**src/rtl/fixed_to_float_pipe.sv**
```systemverilog
// Signed Q1.20 to IEEE-754 single converter, 3 enabled edges input to output, one sample per enabled cycle.
// No backpressure: clk_en freezes every stage and the consumer must take each out_valid pulse.
module fixed_to_float_pipe #(
  parameter int WIDTH = 21,
  parameter int FRAC  = 20
) (
  input  logic             clock,
  input  logic             aclr,
  input  logic             clk_en,
  input  logic             in_valid,
  input  logic [WIDTH-1:0] fixed_in,
  output logic             out_valid,
  output logic [31:0]      result
);

  localparam int PW = $clog2(WIDTH);

  logic             v1, s1;
  logic [WIDTH-1:0] m1;
  logic             v2, s2, z2;
  logic [PW-1:0]    p2;
  logic [22:0]      f2;

  logic [WIDTH-1:0] abs_in;
  logic [PW-1:0]    lod_p;
  logic [WIDTH-1:0] lod_rem;
  logic [22:0]      lod_frac;

  // -2^20 negates to itself, which read as unsigned is exactly 2^20.
  assign abs_in = fixed_in[WIDTH-1] ? (WIDTH'(0) - fixed_in) : fixed_in;

  always_comb begin
    lod_p = '0;
    for (int i = 0; i < WIDTH; i++) begin
      if (m1[i]) lod_p = PW'(i);
    end
    lod_rem  = m1 & ~(WIDTH'(1) << lod_p);
    lod_frac = 23'(lod_rem) << (23 - int'(lod_p));
  end

  always_ff @(posedge clock) begin
    if (aclr) begin
      v1        <= 1'b0;
      s1        <= 1'b0;
      m1        <= '0;
      v2        <= 1'b0;
      s2        <= 1'b0;
      z2        <= 1'b1;
      p2        <= '0;
      f2        <= '0;
      out_valid <= 1'b0;
      result    <= 32'h0;
    end else if (clk_en) begin
      v1 <= in_valid;
      s1 <= fixed_in[WIDTH-1];
      m1 <= abs_in;

      v2 <= v1;
      s2 <= s1;
      z2 <= (m1 == '0);
      p2 <= lod_p;
      f2 <= lod_frac;

      out_valid <= v2;
      if (v2) begin
        // Zero forces +0.0 regardless of the sampled sign bit.
        result <= {s2 & ~z2,
                   z2 ? 8'd0 : 8'(127 - FRAC) + 8'(p2),
                   z2 ? 23'd0 : f2};
      end
    end
  end

endmodule
```
**config.mk**
```make
export PLATFORM = sky130hd
export DESIGN_NAME = fixed_to_float_pipe
export DESIGN_NICKNAME = d
export VERILOG_FILES = /design/src/rtl/fixed_to_float_pipe.sv
export SDC_FILE = /design/constraint.sdc
export NUM_CORES = 1
export LEC_CHECK = 0
export ABC_AREA = 1
export CAP_MARGIN = 15
export CORE_MARGIN = 2
export CORE_UTILIZATION = 60
export DETAILED_ROUTE_END_ITERATION = 12
export PLACE_DENSITY = 0.91
export SETUP_SLACK_MARGIN = 0.05
export SYNTH_ARGS = -nofsm -noshare
export SYNTH_HDL_FRONTEND = slang
export SYNTH_SLANG_ARGS = --single-unit
```
**constraint.sdc**
```tcl
create_clock -name clock -period 5.2 [get_ports clock]
set_input_delay 1.04 -clock clock [delete_from_list [all_inputs] [get_ports clock]]
set_output_delay 1.04 -clock clock [all_outputs]
set_load 0.02 [all_outputs]
```
# Word level (Yosys, flattened, before mapping)

Index checks and enable logic that the tools add are counted.

Register bits: 87
Input port bits: 25

Add/sub/neg operators: 3
Shifts and indexed selects: 2
Muxes and demuxes: 23
Bitwise logic cells: 4
Reductions and logical operators: 2

Operators with widths:

| kind                  | number |
|---|---|
| $mux 5                | 19 |
| $shl 21x32->23        | 1 |
| $mux 23               | 1 |
| $and 21x21->21        | 1 |
| $logic_not 21->1      | 1 |
| $mux 21               | 1 |
| $not 21->21           | 1 |
| $shl 1x5->21 const A  | 1 |
| $sub 1x21->21 const A | 1 |
| $add 7x5->8 const A   | 1 |
| $mux 8                | 1 |
| $sub 5x5->6 const A   | 1 |
| $reduce_and 2->1      | 1 |
| $and 1x1->1           | 1 |
| $mux 1                | 1 |
| $not 1->1             | 1 |

# Logic depth before layout (Yosys ltp)

Word-level depth: 24
Gate-level depth with buffers: 31
Depth with buffers taken out: 30

# Worst setup path before layout

No wires, ideal clock.

Path type: register to register
Start: register m1[19]
End: register f2[13]
Library setup time: 57 ps
Arrival time: 2909 ps
Data required time: 5143 ps
Path slack: 2234 ps
Stages on the path, launching flop included: 17
Buffers on the path: 1
Cells stage by stage: dfxtp_1 > inv_2 > nand3_1 > nor2_1 > inv_1 > nor2_4 > buf_2 > ha_1 > nor2_1 > inv_1 > nor2_1 > clkinv_1 > nor2_1 > nand2_1 > nand3_1 > nand2_1 > inv_1

Word-level cells in the longest chain between the ends: 6
Elaborated cells between the ends (all ways): 7
Those cells by class: add/sub: 1; shift: 2; mux: 2; bitwise: 2

Ends and longest elaborated chain:

| what                                                                | RTL line | text |
|---|---|---|
| start: declaration                                                  | 19       | `logic [WIDTH-1:0] m1;` |
| start signal: assignment                                            | 56       | `m1 <= abs_in;` |
| $mux 5 * (2 in a row)                                               | 35       | `if (m1[i]) lod_p = PW'(i);` |
| named net lod_p[4]                                                  | 25       | `logic [PW-1:0] lod_p;` |
| parallel branches: the longest is 3 deep, another holds $sub 5x5->6 | -        |  |
| $shl 21x32->23 *                                                    | 38       | `lod_frac = 23'(lod_rem) << (23 - int'(lod_p));` |
| end signal: assignment                                              | 62       | `f2 <= lod_frac;` |
| end: declaration                                                    | 22       | `logic [22:0] f2;` |

Mark *: on every way through the listed nets, which the timed path passes.
A chain may end at the register's enable or synchronous reset.

# Final worst setup path

Start: register m1[18]
End: register f2[12]

Word-level cells in the longest chain between the ends: 7
Elaborated cells between the ends (all ways): 8
Those cells by class: add/sub: 1; shift: 2; mux: 3; bitwise: 2

Ends and longest elaborated chain:

| what                                                                | RTL line |
|---|---|
| $mux 5 * (3 in a row)                                               | 35 |
| named net lod_p[4]                                                  | 25 |
| parallel branches: the longest is 3 deep, another holds $sub 5x5->6 | - |
| $shl 21x32->23 *                                                    | 38 |

Marks and branches as above.

==> qor.yml <==
use_met2: 0.498
yosysTopAreaCell: "dfxtp_1"
setup_viol_count_final: 0
maxCapViolations: 0
cpPeakStageDelay_ps: 530
hold_violations: 0
clock_latency_ps: 350
syn2layout_area_growth_pct: 15.3
place_ws_ps: 1190
globalplace.congestion: 0.930
viasPerCell: 5.79
tritoncts: "done"
start_util: 0.615
grt_max_degree: 60
grt_pass1_vias: 4836
met3_usage: 0.0435
worst_pin_slew_ps: 1060
r2r-end: "f2[12]"
crit_chain: "inv_1 -> nand3_1 -> nor2_1 -> inv_1 -> ha_1 -> nor2_1 -> inv_1 -> nor2_1 -> clkinv_1 -> nor2_1 -> nand2_1 -> nand3_1 -> nand2_1 -> inv_1"
synth_most_common_cell: "nand2_1"
critPathSlowestCell: "nor2_1"
leakagePower_uw: 0.00243
slew_headroom: 0.294
synth_top_cells_by_count: "nand2_1 (241), nand3_1 (109), dfxtp_1 (87)"
cts_setup_buffers: 0
synth_top_area_share: 0.348
die_area_sq_mm: 0.00908
rsz0062_at_grt: "false"
synth_mux_area_frac: 0
die_w_microns: 95.3
synthXorXnorAreaFrac: 0.0123
synth-compound-area-share: 0.142
arrival_ps: 4090
cp-end-kind: "flop"
fin_ws_ps: 1410
r2r_slack_ps: 1410
antenna_cells: 0
synth-edff-count: 0
finalClockSkew_ps: 11.2
ys_ff_latch: 87
synth_fa_ha_area_frac: 0.00751
syn-mean-instance-area_sq_um: 6.32
fin_crit_sh: 0.729
total_power_uw: 1770
ys_warn_count: 0
crit_path_start_kind: "flop"
rr_startpoint: "m1[18]"
design.core.area_sq_mm: 0.00813
synth_cell_types: 36
synth_top_family_by_area: "simple AND/OR/NAND/NOR gates"
maxSlewViolCount: 0
detail_route.iter0.violations: 533
die_h_microns: 95.3
whs_endpoint: "result[16]"
min_period_ps: 3790
hp-start: "f2[16]"
grt_pass1_wl_mm: 21.3
hp-class: "reg -> reg"
drc: 0
postSynth.asyncResetShare: 0
power_density_mw_per_mm2: 307
cts_resized: 0
peakVddDrop_uv: 186
yosys.area_share.simple: 0.399
synthTopCellsByArea: "dfxtp_1 (35%), nand2_1 (18%), nand3_1 (11%)"
hold_buffers: 0
post_drt_wl_per_cell_microns: 13.8
status: "complete, no violations"
grt-ovfl-total: 0
synth_fp_nets: 819
num_rows: 33
r2r_cells: 14
gr-usage-met1: 0.379
seq_area_frac_synth: 0.348
numCtsBuffers: 9
hold_depth: 2
clockBufferDepth: 2
antenna_found_initial: 0
ioPinCount: 58
final_layout_size_suffix_gt1_frac: 0.0449
cts_root_buf: "clkbuf_8"
path_class: "reg -> reg"
critPathMaxFanout: 15
nets: 847
vias: 5379
cts.sinks: 87
syn_area_sq_mm: 0.00500
track_usage: 0.290
ant_nets: 0
synth_flop_cell: "dfxtp_1"
busiest_layer: "met2"
clkTransAtPathRegs_ps: 90
ctsHtreeMaxLevel: 3
fmax_mhz: 264
hpwl_mm: 9.15
netlist_instances: 791
first_pass_iters: 6
port_buffers: 57
fin_tns_setup_ps: 0
required_ps: 5500
wirelength_mm: 12.8
cell families after synthesis:
group	after synthesis
adder cells (fa/ha/maj)	3
AND/OR/NAND/NOR	461
flip-flops	87
XOR/XNOR	7
AO/OA/AOI/OAI	120
buffers and inverters	113
through the flow:
step           instances  utilization  cell area (sq um)  hold WS (ps)
6_report             929        0.709               5770           461
5_1_grt              929        0.709               5770           483
4_1_cts              929        0.709               5770           458
3_5_place_dp         913        0.681               5540           455
3_3_place_gp         913        0.681               5540           449
2_1_floorplan        791            -               5000           437
worst max-delay path, delay by kind of cell, from the launching register on:
kind	cells	cell delay, ps
adders and majority gates	1	430
buffers and inverters	5	990
DFF	1	320
and+or+nand+nor	8	2010
power by group:
group	leakage, uW	total [uW]	internal (uW)	switching (uW)
combinational	0.00160	514	158	357
clock	0.000116	530	277	252
sequential	0.000710	727	702	24.8
flip-flops by register name, summed over array words and instances, names as in the netlist:
signal     count
result        32
s2             1
p2             5
v2             1
f2            23
v1             1
m1            21
z2             1
s1             1
out_valid      1
worst max-delay path by stage:
stage	slack, ps	startpoint	to	cells past startpoint
floorplan	2230	m1[19]	f2[13]	16
global placement	1430	clk_en	f2[15]	11
detailed placement	1190	clk_en	f2[12]	11
CTS	1520	m1[19]	f2[12]	15
global route	1030	m1[19]	f2[12]	15
finish	1410	m1[18]	f2[12]	14
area by class of cell:
class	count	area (sq um)
timing repair buffer	63	611
inverter	67	251
fill	708	2370
sequential	87	1740
clock inverter	7	103
multi-input combinational	591	2810
clock buffer	9	124
tap	105	131
placed cells by master, fill, tap and decap left out, drive strengths merged, types with 14 or more instances in the layout:
master and instances:
nor3 14, nand4 29, inv 68, a21oi 69, nand3 109, nand2 246, clkdlybuf4s50 56, dfxtp 87
o21ai 25, nor2 60
per-layer routing:
layer	vias up	wire [microns]
met1	2445	5500
met5	-	0
met4	0	197
met2	229	6100
met3	20	1010
li1	2685	-
(Power assumes the default switching activity.)
